===== src/rtl/lsu_pkg.sv =====
// lsu_pkg: shared funct3 codes, FSM state encoding and access-legality helpers for lsu_mem_master.
package lsu_pkg;
    localparam logic [2:0] F3_B  = 3'b000;
    localparam logic [2:0] F3_H  = 3'b001;
    localparam logic [2:0] F3_W  = 3'b010;
    localparam logic [2:0] F3_BU = 3'b100;
    localparam logic [2:0] F3_HU = 3'b101;

    typedef enum logic [2:0] {IDLE, RD_REQ, RD_CAP, WR, DONE} lsu_state_e;

    function automatic logic is_misaligned(input logic [2:0] f3, input logic [1:0] a);
        return (f3 == F3_H || f3 == F3_HU) ? a[0] : (f3 == F3_W) ? (a != 2'b00) : 1'b0;
    endfunction

    // Stores only know B/H/W; loads additionally accept BU/HU.
    function automatic logic is_bad_f3(input logic we, input logic [2:0] f3);
        return we ? (f3 > F3_W) : (f3 == 3'b011 || f3[2:1] == 2'b11);
    endfunction
endpackage


===== src/rtl/lsu_lane_align.sv =====
// lsu_lane_align: little-endian byte/halfword extraction for loads and lane merge for sub-word stores.
module lsu_lane_align
    import lsu_pkg::*;
(
    input  logic [31:0] word_i,
    input  logic [1:0]  addr_i,
    input  logic [2:0]  funct3_i,
    input  logic [31:0] wdata_i,
    output logic [31:0] ext_rdata_o,
    output logic [31:0] merged_wdata_o
);
    logic [4:0]  bsh, hsh;
    logic [7:0]  b;
    logic [15:0] h;

    assign bsh = {addr_i, 3'b000};
    assign hsh = {addr_i[1], 4'b0000};
    assign b   = 8'(word_i >> bsh);
    assign h   = 16'(word_i >> hsh);

    assign ext_rdata_o = (funct3_i == F3_B)  ? {{24{b[7]}}, b} :
                         (funct3_i == F3_BU) ? {24'd0, b} :
                         (funct3_i == F3_H)  ? {{16{h[15]}}, h} :
                         (funct3_i == F3_HU) ? {16'd0, h} : word_i;

    assign merged_wdata_o = (funct3_i == F3_B) ? ((word_i & ~(32'h0000_00FF << bsh)) | ({24'd0, wdata_i[7:0]} << bsh)) :
                            (funct3_i == F3_H) ? ((word_i & ~(32'h0000_FFFF << hsh)) | ({16'd0, wdata_i[15:0]} << hsh)) :
                            wdata_i;
endmodule


===== src/rtl/lsu_mem_master.sv =====
// lsu_mem_master: single-outstanding RV32I load/store initiator for a word-only data_mem, with RMW sub-word stores.
// Optional LSU_PERF_CNT_EN adds load_cnt_o/store_cnt_o completion counters.
module lsu_mem_master
    import lsu_pkg::*;
#(
    parameter int ADDR_W = 32,
    parameter int XLEN   = 32
) (
    input  logic              clk_i,
    input  logic              rst_ni,
    input  logic              req_valid_i,
    output logic              req_ready_o,
    input  logic              req_we_i,
    input  logic [2:0]        req_funct3_i,
    input  logic [ADDR_W-1:0] req_addr_i,
    input  logic [XLEN-1:0]   req_wdata_i,
    output logic              resp_valid_o,
    output logic              resp_err_o,
    output logic [XLEN-1:0]   resp_rdata_o,
    output logic              mem_read_o,
    output logic              mem_write_o,
    output logic [ADDR_W-1:0] mem_addr_o,
    output logic [XLEN-1:0]   mem_wdata_o,
    input  logic [XLEN-1:0]   mem_rdata_i
`ifdef LSU_PERF_CNT_EN
    ,
    output logic [31:0]       load_cnt_o,
    output logic [31:0]       store_cnt_o
`endif
);
    if (XLEN != 32) begin : g_xlen_chk
        $error("lsu_mem_master supports XLEN=32 only");
    end

    lsu_state_e        state_q;
    logic              we_q, err_q, rvalid_q, rd_q, wr_q;
    logic [2:0]        f3_q;
    logic [1:0]        lo_q;
    logic [XLEN-1:0]   wdata_q, rdata_q, wd_q;
    logic [ADDR_W-1:0] addr_q;
    logic [31:0]       ext_rdata, merged_wdata;
    logic              acc_err;

    assign acc_err = is_misaligned(req_funct3_i, req_addr_i[1:0]) || is_bad_f3(req_we_i, req_funct3_i);

    // RD_CAP sees the read word directly on mem_rdata_i; the merge result is registered into the write buffer.
    lsu_lane_align u_align (
        .word_i         (mem_rdata_i),
        .addr_i         (lo_q),
        .funct3_i       (f3_q),
        .wdata_i        (wdata_q),
        .ext_rdata_o    (ext_rdata),
        .merged_wdata_o (merged_wdata)
    );

    always_ff @(posedge clk_i or negedge rst_ni) begin
        if (!rst_ni) begin
            state_q  <= IDLE;
            we_q     <= 1'b0;
            f3_q     <= '0;
            lo_q     <= '0;
            wdata_q  <= '0;
            err_q    <= 1'b0;
            rvalid_q <= 1'b0;
            rdata_q  <= '0;
            rd_q     <= 1'b0;
            wr_q     <= 1'b0;
            addr_q   <= '0;
            wd_q     <= '0;
        end else begin
            case (state_q)
                IDLE: if (req_valid_i) begin
                    we_q    <= req_we_i;
                    f3_q    <= req_funct3_i;
                    lo_q    <= req_addr_i[1:0];
                    wdata_q <= req_wdata_i;
                    if (acc_err) begin
                        err_q    <= 1'b1;
                        rvalid_q <= 1'b1;
                        state_q  <= DONE;
                    end else begin
                        addr_q <= {req_addr_i[ADDR_W-1:2], 2'b00};
                        if (req_we_i && req_funct3_i == F3_W) begin
                            wr_q    <= 1'b1;
                            wd_q    <= req_wdata_i;
                            state_q <= WR;
                        end else begin
                            rd_q    <= 1'b1;
                            state_q <= RD_REQ;
                        end
                    end
                end
                RD_REQ: state_q <= RD_CAP;
                RD_CAP: begin
                    rd_q <= 1'b0;
                    if (we_q) begin
                        wr_q    <= 1'b1;
                        wd_q    <= merged_wdata;
                        state_q <= WR;
                    end else begin
                        addr_q   <= '0;
                        rvalid_q <= 1'b1;
                        rdata_q  <= ext_rdata;
                        state_q  <= DONE;
                    end
                end
                WR: begin
                    wr_q     <= 1'b0;
                    wd_q     <= '0;
                    addr_q   <= '0;
                    rvalid_q <= 1'b1;
                    state_q  <= DONE;
                end
                DONE: begin
                    rvalid_q <= 1'b0;
                    rdata_q  <= '0;
                    err_q    <= 1'b0;
                    state_q  <= IDLE;
                end
                default: state_q <= IDLE;
            endcase
        end
    end

    assign req_ready_o  = (state_q == IDLE);
    assign resp_valid_o = rvalid_q;
    assign resp_err_o   = err_q;
    assign resp_rdata_o = rdata_q;
    assign mem_read_o   = rd_q;
    assign mem_write_o  = wr_q;
    assign mem_addr_o   = addr_q;
    assign mem_wdata_o  = wd_q;

`ifdef LSU_PERF_CNT_EN
    logic [31:0] load_cnt_q, store_cnt_q;

    always_ff @(posedge clk_i or negedge rst_ni) begin
        if (!rst_ni) begin
            load_cnt_q  <= '0;
            store_cnt_q <= '0;
        end else if (state_q == DONE && !err_q) begin
            if (we_q) store_cnt_q <= store_cnt_q + 32'd1;
            else      load_cnt_q  <= load_cnt_q + 32'd1;
        end
    end

    assign load_cnt_o  = load_cnt_q;
    assign store_cnt_o = store_cnt_q;
`endif
endmodule


===== config.mk =====
export PLATFORM = sky130hd
export DESIGN_NAME = lsu_mem_master
export DESIGN_NICKNAME = d
export VERILOG_FILES = /design/src/rtl/lsu_pkg.sv /design/src/rtl/lsu_lane_align.sv /design/src/rtl/lsu_mem_master.sv
export SDC_FILE = /design/constraint.sdc
export NUM_CORES = 1
export LEC_CHECK = 0
export BUFFER_PORTS_ARGS = -buffer_cell sky130_fd_sc_hd__clkbuf_2
export CAP_MARGIN = 15
export CORE_MARGIN = 8
export CORE_UTILIZATION = 40
export DETAILED_ROUTE_END_ITERATION = 16
export PLACE_DENSITY = 0.78
export SLEW_MARGIN = 0
export SYNTH_ARGS = -nofsm -noshare
export SYNTH_HDL_FRONTEND = slang
export SYNTH_SLANG_ARGS = --single-unit
export TNS_END_PERCENT = 30

===== constraint.sdc =====
create_clock -name clk_i -period 1.7 [get_ports clk_i]
set_clock_uncertainty 0.05 [all_clocks]
set_input_delay 0.34 -clock clk_i [delete_from_list [all_inputs] [get_ports clk_i]]
set_output_delay 0.34 -clock clk_i [all_outputs]
set_load 0.05 [all_outputs]

# Yosys cells after proc, flatten, opt, wreduce, memory -nomap -nowiden
# Cells that the tools add are included.
# word_totals
input_bits,103
elab_cells,102
regBits,141
output_inout_bits,101
# op_classes
muxes,39
reduce_logical,19
n_eq_ne,19
magnitude_cmp,1
shifts,6
n_bitwise,6
# ops
op,n
32-bit two-way mux,14
32-bit one-hot mux with 3 select lines,2
32-bit bitwise AND,2
32-bit NOT,2
32-bit OR,2
32-bit one-hot mux with 2 select lines,1
16-bit by 5-bit << shifter with 32-bit output,1
16-bit by 5-bit << shifter with 32-bit output (first input constant),1
8-bit by 5-bit << shifter with 32-bit output,1
8-bit by 5-bit << shifter with 32-bit output (first input constant),1
32-bit by 5-bit >> shifter with 16-bit output,1
32-bit by 5-bit >> shifter with 8-bit output,1
1-bit two-way mux,13
3-bit by 2-bit == test with 1-bit output (second input constant),4
3-bit == test (second input constant),4
3-bit one-hot mux with 4 select lines,1
4-bit AND reduction,3
2-bit inequality test (second input constant),5
3-bit by 1-bit == test with 1-bit output (second input constant),3
3-bit two-way mux,3
2-bit nonzero test,4
3-bit zero test,2
5-bit AND reduction,1
2-bit by 1-bit inequality test with 1-bit output (second input constant),2
12 further kinds,16

# Logic depth before layout (Yosys ltp)
# Gate-level depths: netlist (run 1).
# depth
depth_word,8
mapped_depth,7
depth_no_buf,4

# By module
# A second synthesis (run 1) with hierarchy kept.
# hier_totals
cells_unflattened,743
area_unflattened_um2,7352.1
# modules_own_cells
module,seq_area_each_um2,cells_each,n_inst,area_per_inst_um2
lsu_mem_master,3478.3,518,1,5977.0
lsu_lane_align,0.0,225,1,1375.1

# Worst setup path after synthesis (run 1)
# No wires, ideal clock.
# synth_path
kind,register to register
from,register state_q[1]
to,register f3_q[0]
path_buffers,3
setup_slack_ps,-671
t_required_ps,1525
setup_ps,125
path_stages_with_launch,7
period_less_slack_ps,2371
arrival_time_ps,2196
path_cell_list,dfrtp_1 > buf_4 > nor3_2 > and2_1 > buf_4 > buf_4 > mux2_2
# synth_between
elab_chain_cells,2
# synth_lines
item,line_no,text
start: declaration,lsu_mem_master.sv:35,lsu_state_e state_q;
start signal: assignment,lsu_mem_master.sv:58,state_q <= IDLE;
start signal: assignment,lsu_mem_master.sv:80,state_q <= DONE;
start signal: assignment,lsu_mem_master.sv:86,state_q <= WR;
3-bit zero test,n/a,
net req_ready_o,lsu_mem_master.sv:12,"output logic req_ready_o,"
2-bit AND reduction (no source line),n/a,
end signal: assignment,lsu_mem_master.sv:74,f3_q <= req_funct3_i;
end: declaration,lsu_mem_master.sv:37,logic [2:0] f3_q;
# The timed path passes the listed nets, and every way through them passes these cells.
# A chain may end at the register's enable or synchronous reset.

# Worst setup path after layout (run 1)
# layout_path
from,register lo_q[1]
to,"register rdata_q[14], in the netlist resp_rdata_o[14]"
# layout_between
elab_chain_cells,7
elab_cells_between_ends,8
cone_classes,shift (2); mux (6)
# layout_lines
item,line_no,text
start: declaration,lsu_mem_master.sv:38,logic [1:0] lo_q;
start signal: assignment,lsu_mem_master.sv:75,lo_q <= req_addr_i[1:0];
32-bit by 5-bit >> shifter with 16-bit output,lsu_lane_align.sv:19,assign h = 16'(word_i >> hsh);
32-bit two-way mux,lsu_lane_align.sv:24,"(funct3_i == F3_HU) ? {16'd0, h} : word_i;"
32-bit two-way mux,lsu_lane_align.sv:23,"(funct3_i == F3_H) ? {{16{h[15]}}, h} :"
32-bit two-way mux,lsu_lane_align.sv:22,"(funct3_i == F3_BU) ? {24'd0, b} :"
32-bit two-way mux (*),lsu_lane_align.sv:21,"assign ext_rdata_o = (funct3_i == F3_B) ? {{24{b[7]}}, b} :"
32-bit two-way mux (*),lsu_mem_master.sv:96,if (we_q) begin
32-bit one-hot mux with 2 select lines (*),lsu_mem_master.sv:71,case (state_q)
end signal: assignment,lsu_mem_master.sv:103,rdata_q <= ext_rdata;
end: declaration,lsu_mem_master.sv:39,"logic [XLEN-1:0] wdata_q, rdata_q, wd_q;"
# Mark *: on every way between the ends. The rest lies on a longest branch, timed or not. The select of a mux whose other input is x is not followed.

==> flow_metrics.py, run 1 <==
metrics = {
    "grt": {
        "use_met2": 0.348,
        "grt_max_degree": 53,
        "grt_overflow": 0,
        "grtUsageTotal": 0.218,
        "grt_pass1_wl_um": 40000,
        "busiest_layer": "met2",
        "met3_usage": 0.0652,
        "antenna_found_initial": 1,
        "grt_pass1_vias": 6895,
        "use_met1": 0.269,
    },
    "synth": {
        "synth_top_cell_by_area": "dfrtp_1",
        "synth_cell_types": 60,
        "seq_area_frac_synth": 0.467,
        "synthArstFlopShare": 1.00,
        "synth_top_area_frac": 0.467,
        "ys_ff_latch": 139,
        "synth_edf_count": 0,
        "synthTopCellsByArea": "dfrtp_1 47%, mux2_2 9.1%, a22o_1 3.8%",
        "syn_area_um2": 7450,
        "ys_warn_count": 0,
        "avgSynthCellArea_um2": 11.6,
        "syn_inst": 644,
        "ys.flop_type": "dfrtp_1",
    },
    "floorplanning": {
        "fp-row-count": 50,
        "die_area_um2": 23300,
        "start_util": 0.402,
        "fp.dieH_um": 153,
        "die_width_um": 153,
        "ioPinCount": 204,
        "coreArea_um2": 18500,
    },
    "clocking": {
        "cts_buffers": 17,
        "clk_transition_reported_paths_ps": 60,
        "clock_sinks": 139,
        "cts_tree": "done",
        "worstSkewPairLatency_ps": 430,
        "h-tree-depth": 4,
        "cts-root-buf": "clkbuf_16",
        "clk_path_buf_depth": 2,
    },
    "worst_setup_path": {
        "critPathMaxFanout": 4,
        "cp.arrival_ps": 2130,
        "r2r_cells": 5,
        "worstReg2RegEnd": "resp_rdata_o[14]$_DFFE_PN0P_",
        "crit_start": "lo_q[1]$_DFFE_PN0P_",
        "critical_path_required_ps": 1950,
        "critPathLaunchType": "flop",
        "r2r_start": "lo_q[1]$_DFFE_PN0P_",
        "crit_type": "reg -> reg",
        "rrSetupSlack_ps": -180,
        "end_kind": "flop",
    },
    "finish": {
        "antenna_cells": 0,
        "drive_above_1_share": 0.490,
        "final_nets": 1016,
        "final_area_um2": 10300,
        "utilization": 0.554,
        "area_growth_pct": 37.7,
        "fillers": 1538,
        "instances_no_fill": 1160,
    },
    "pwr": {
        "leakage_nw": 4.93,
        "finalPower_mw": 22.9,
        "power_density_nw_per_um2": 2230,
        "vdd_ir_drop_max_uv": 948,
    },
    "placed_design": {
        "dpl_cell_area_um2": 9360,
        "io_buffers": 201,
        "dp.cells": 1117,
        "dp_slack_ps": -379,
        "hpwl_um": 19400,
        "place.gp.congestion": 0.923,
    },
    "sta": {
        "setup_tns_ps": -9150,
        "grt_setup_unrepaired": "true",
        "hold_slack_ps": 87.6,
        "fin_crit_sh": 1.11,
        "period_needed_ps": 1880,
        "setup_ws_ps": -179,
        "fmax_mhz": 532,
        "drv_slew": 0,
        "setup_viol": 98,
        "finalHoldViolations": 0,
    },
    "hold_path": {
        "hp-start": "req_addr_i[7]",
        "hp-class": "in -> reg",
        "holdPathEnd": "mem_addr_o[7]$_DFFE_PN0P_",
        "hold_path_depth": 2,
    },
    "flow_run": {
        "timing.max_cap.violations": 0,
    },
    "routing": {
        "routed_wl_um": 25800,
        "drc": 0,
        "vias": 6786,
        "detail_route.wl_per_cell_um": 22.3,
        "drt-initial-drc-count": 580,
        "drt-pass1-iter-count": 5,
        "via_per_inst": 5.85,
        "ant_nets": 0,
    },
    "status": {
        "failed_checks": "setup timing",
        "status": "finished with violations",
    },
}
-- cells in the mapped netlist, types with 16 or more instances --
library cell,number
a22oi_1,23
a221o_1,16
a22o_1,32
o221ai_1,17
o21ai_0,23
o22ai_1,19
mux2_4,18
dfrtp_1,139
clkbuf_1,16
mux2i_1,21
mux2_2,60
nand2_1,59
buf_2,23
-- cell type report --
class                           count  area [um^2]  share of cell area
Multi-Input combinational cell    442         3810               0.371
Timing Repair Buffer              304         2050               0.200
Inverter                            9         33.8             0.00329
Clock inverter                     14          158              0.0154
Sequential cell                   139         3480               0.339
Tap cell                          234          293              0.0285
Clock buffer                       18          429              0.0418
-- what timing repair did --
| action | 4_1_cts | 5_1_grt |
|---|---|---|
| setup endpoints to repair | 115 | 132 |
| resized for setup | 25 | 35 |
| endpoints found under the hold margin | 23 | 0 |
| pin swaps | 3 | 9 |
| hold buffers | 1 | 0 |
| cloned | 1 | 1 |
| buffers inserted | 7 | 2 |
-- report_power, final --
| group | total, mW | switching, mW | internal [mW] |
|---|---|---|---|
| Sequential | 5.70 | 0.969 | 4.73 |
| Combinational | 13.5 | 8.04 | 5.44 |
| Clock | 3.73 | 1.54 | 2.19 |
-- sequential cells by signal, summed over array words and instances, names as in the netlist --
register / count
lo_q: 2
mem_read_o: 1
resp_err_o: 1
mem_addr_o: 30
wdata_q: 32
mem_wdata_o: 32
mem_write_o: 1
we_q: 1
state_q: 3
f3_q: 3
resp_valid_o: 1
resp_rdata_o: 32
-- how the worst max path moves through the flow --
stage	slack, ps	to	cells after the start
final	-180	resp_rdata_o[14]$_DFFE_PN0P_	5
after CTS	-150	resp_rdata_o[25]$_DFFE_PN0P_	5
after floorplan	-340	f3_q[0]$_DFFE_PN0P_	6
after global placement	-290	mem_wdata_o[19]$_DFFE_PN0P_	6
after global routing	-240	resp_rdata_o[15]$_DFFE_PN0P_	5
after detailed placement	-380	mem_wdata_o[18]$_DFFE_PN0P_	6
-- cell usage in the layout (no fill, tap or decap), drive strengths merged, types with 3 or more instances in the layout --
| master | netlist | layout |
|---|---|---|
| clkbuf | 17 | 219 |
| dfrtp | 139 | 139 |
| buf | 38 | 102 |
| mux2 | 78 | 78 |
| nand2 | 59 | 59 |
| a22o | 32 | 32 |
| o21ai | 28 | 28 |
| a22oi | 23 | 23 |
| mux2i | 21 | 21 |
| o22ai | 19 | 19 |
| o221ai | 17 | 17 |
| a221o | 16 | 16 |
| inv | 9 | 16 |
| a21o | 15 | 15 |
| o211ai | 15 | 15 |
| a21oi | 13 | 13 |
| o31ai | 12 | 12 |
| nor2 | 11 | 11 |
| o21a | 9 | 9 |
| o21bai | 8 | 8 |
| o2111ai | 8 | 8 |
| mux4 | 8 | 8 |
| nor2b | 7 | 7 |
| nor3 | 6 | 6 |
| nand2b | 5 | 5 |
| and2 | 4 | 4 |
| a31oi | 3 | 3 |
| a32oi | 3 | 3 |
| clkinvlp | 0 | 3 |
| nor3b | 3 | 3 |
-- critical path: stages, from the launching register on --
cell	delay, ps
dfrtp_2	440
mux4_2	580
buf_6	150
o31ai_4	250
a21oi_1	100
a22o_1	190
-- kinds of logic after synthesis --
family,count (synthesis),synth area share
flops,139,0.467
simple gates,105,0.0735
buf+inv,64,0.0468
mux,107,0.179
other cells,1,0.000503
compound gates,228,0.233
-- per-layer routing --
metal	vias to the layer above	part of all wire
met2	374	0.46
met5	-	0.00039
met1	3319	0.40
met4	2	0.037
met3	68	0.098
li1	3023	-
Power figures use the tool's default switching activity.
==> run 2: changes to the inputs <==
BUFFER_PORTS_ARGS = default   (was -buffer_cell sky130_fd_sc_hd__clkbuf_2)
CELL_PAD_IN_SITES_DETAIL_PLACEMENT = 0   (was default)
CELL_PAD_IN_SITES_GLOBAL_PLACEMENT = 1   (was default)
CORE_ASPECT_RATIO = 0.7   (was default)
DONT_BUFFER_PORTS = 1   (was default)
PLACE_DENSITY = 0.81   (was 0.78)
==> run 2 against run 1 <==
  * Via count decreased by 9.6%
  * Clock power increased by 2%
  * Worst setup slack improved by 27 ps
  * Power decreased by 1.0%
  * Wire length increased by 5.8%
  * Combinational power decreased by 27%
  * Global-route usage increased by 0.88 points
  * Flip-flop and latch count unchanged
  * Non-clock buffer count decreased by 183
  * Largest power group unchanged
  * Utilization decreased by 2.2 points
  * The run ends with hold timing, setup timing left
  * Sequential power increased by 57%
==> flow_metrics.py, run 2 (synthesis gave the netlist of run 1 again) <==
metrics = {
    "pwr": {
        "switchingPower_mw": 10.5,
        "p_int_mw": 12.1,
        "combinationalPowerShare": 0.437,
        "p_sw_frac": 0.465,
        "vdd_ir_drop_max_uv": 1180,
        "leakage_nw": 4.18,
        "clock_power_share": 0.167,
        "p_seq_frac": 0.396,
        "power_density_nw_per_um2": 2350,
    },
    "worst_setup_path": {
        "r2r_cells": 6,
        "worstReg2RegEnd": "mem_wdata_o[19]$_DFFE_PN0P_",
        "end_kind": "flop",
        "r2r_start": "state_q[1]$_DFFE_PN0N_",
        "critPathMaxFanout": 26,
        "critical_path_required_ps": 1960,
        "crit_type": "reg -> reg",
        "rrSetupSlack_ps": -150,
        "critPathLaunchType": "flop",
        "cp.arrival_ps": 2110,
    },
    "clocking": {
        "worstSkewPairLatency_ps": 420,
        "cts_tree": "done",
        "h-tree-depth": 4,
        "clk_transition_reported_paths_ps": 60,
        "clock_sinks": 139,
        "clk_path_buf_depth": 2,
        "cts_buffers": 17,
        "cts-root-buf": "clkbuf_16",
    },
    "placed_design": {
        "hpwl_um": 19400,
        "io_buffers": 0,
        "place.gp.congestion": 0.871,
        "dpl_cell_area_um2": 8220,
    },
    "grt": {
        "grtUsageTotal": 0.227,
        "grt_overflow": 0,
        "grt_pass1_wl_um": 39100,
        "antenna_found_initial": 0,
        "grt_max_degree": 140,
        "busiest_layer": "met2",
        "grt_pass1_vias": 5988,
        "met3_usage": 0.0929,
        "use_met2": 0.346,
        "use_met1": 0.297,
    },
    "sta": {
        "setup_viol": 80,
        "slew_headroom": 0.623,
        "fmax_mhz": 540,
        "finalHoldViolations": 139,
        "hold_slack_ps": -432,
        "grt_setup_unrepaired": "true",
        "period_needed_ps": 1850,
        "fin_crit_sh": 1.09,
        "setup_ws_ps": -152,
        "drv_slew": 0,
        "worst_pin_slew_ps": 565,
    },
    "routing": {
        "drc": 0,
        "detail_route.wl_per_cell_um": 27.9,
        "via_per_inst": 6.27,
        "routed_wl_um": 27300,
        "vias": 6136,
        "drt-initial-drc-count": 493,
        "ant_nets": 0,
        "drt-pass1-iter-count": 5,
    },
    "floorplanning": {
        "fp.dieH_um": 130,
        "fp-row-count": 41,
        "start_util": 0.410,
        "die_width_um": 179,
        "die_area_um2": 23300,
        "ioPinCount": 204,
        "coreArea_um2": 18200,
    },
    "status": {
        "failed_checks": "hold timing, setup timing",
        "status": "finished with violations",
    },
    "finish": {
        "antenna_cells": 0,
        "mostFrequentLayoutCells": "134 x dfrtp_1, 55 x nand2_1, 44 x buf_4",
        "layout_commonest_cell": "dfrtp_1",
        "final_nets": 833,
        "area_growth_pct": 29.6,
        "utilization": 0.532,
        "drive_above_1_share": 0.343,
        "final_area_um2": 9660,
    },
    "hold_path": {
        "hp-class": "in -> async",
    },
    "flow_run": {
        "timing.max_cap.violations": 0,
    },
}
[run 2: cell count changes in the layout (fill, tap and decap cells not counted), sizes merged]
cell         change
inv              -5
clkbuf         -199
buf             -20
bufinv           +1
dlygate4sd3     +36
clkinv           +4
[run 2: metrics by stage]
| step | total power [mW] | hold WS, ps | TNS (ps) | worst slack, ps | cells |
|---|---|---|---|---|---|
| 5_1_grt | 23.7 | -452 | -11890 | -190 | 979 |
| 6_report | 22.7 | -432 | -6420 | -152 | 979 |
| 3_5_place_dp | 17.4 | 1.40 | -14820 | -208 | 900 |
| 3_3_place_gp | 17.2 | 1.53 | -12590 | -174 | 900 |
| 4_1_cts | 21.7 | -459 | -5950 | -154 | 972 |
| 2_1_floorplan | 14.5 | -5.59 | -15320 | -335 | 645 |
[run 2: power groups by stage]
stage	registers [mW]	logic, mW	clock network, mW
2_1_floorplan	8.58	5.88	0
3_3_place_gp	8.96	8.25	0
3_5_place_dp	9.00	8.44	0
4_1_cts	8.95	8.86	3.88
5_1_grt	9.13	10.5	4.01
6_report	8.97	9.91	3.79
[run 2: final cells by class]
| class | count | area, um^2 |
|---|---|---|
| Timing Repair Buffer | 121 | 1340 |
| Sequential cell | 139 | 3480 |
| Tap cell | 236 | 295 |
| Inverter | 9 | 33.8 |
| Clock buffer | 18 | 429 |
| Multi-Input combinational cell | 442 | 3910 |
| Clock inverter | 14 | 171 |
| Fill cell | 1534 | 8500 |
[run 2: worst max-delay path: stages (launching register included)]
cell and delay, ps:
dfrtp_2 420, buf_6 140, or3b_4 260, nand3b_4 90, o21ai_4 150, buf_12 230, mux2_2 360
[run 2: repair_timing]
item | CTS | global route
endpoints found under the hold margin | 176 | 140
gates cloned | 0 | 2
setup endpoints to repair | 102 | 120
buffers inserted | 4 | 5
pin swaps | 3 | 42
hold buffers | 36 | 1
resized for setup | 37 | 65
[run 2: worst max path at each step]
| stage | start | endpoint | depth (start not counted) |
|---|---|---|---|
| after global placement | req_funct3_i[2] | mem_wdata_o[21]$_DFFE_PN0P_ | 5 |
| after global routing | state_q[1]$_DFFE_PN0N_ | req_ready_o | 4 |
| after CTS | state_q[0]$_DFFE_PN0N_ | req_ready_o | 4 |
| after detailed placement | req_funct3_i[0] | mem_addr_o[9]$_DFFE_PN0P_ | 5 |
| final | state_q[1]$_DFFE_PN0N_ | mem_wdata_o[19]$_DFFE_PN0P_ | 6 |
| after floorplan | state_q[1]$_DFFE_PN0N_ | f3_q[0]$_DFFE_PN0P_ | 6 |
[run 2: routing by layer]
| metal | wire length (um) | share of wire | up-vias |
|---|---|---|---|
| li1 | - | - | 2661 |
| met1 | 11300 | 0.41 | 3167 |
| met2 | 12600 | 0.46 | 289 |
| met3 | 3140 | 0.11 | 19 |
| met4 | 303 | 0.011 | 0 |
| met5 | 0 | 0 | - |
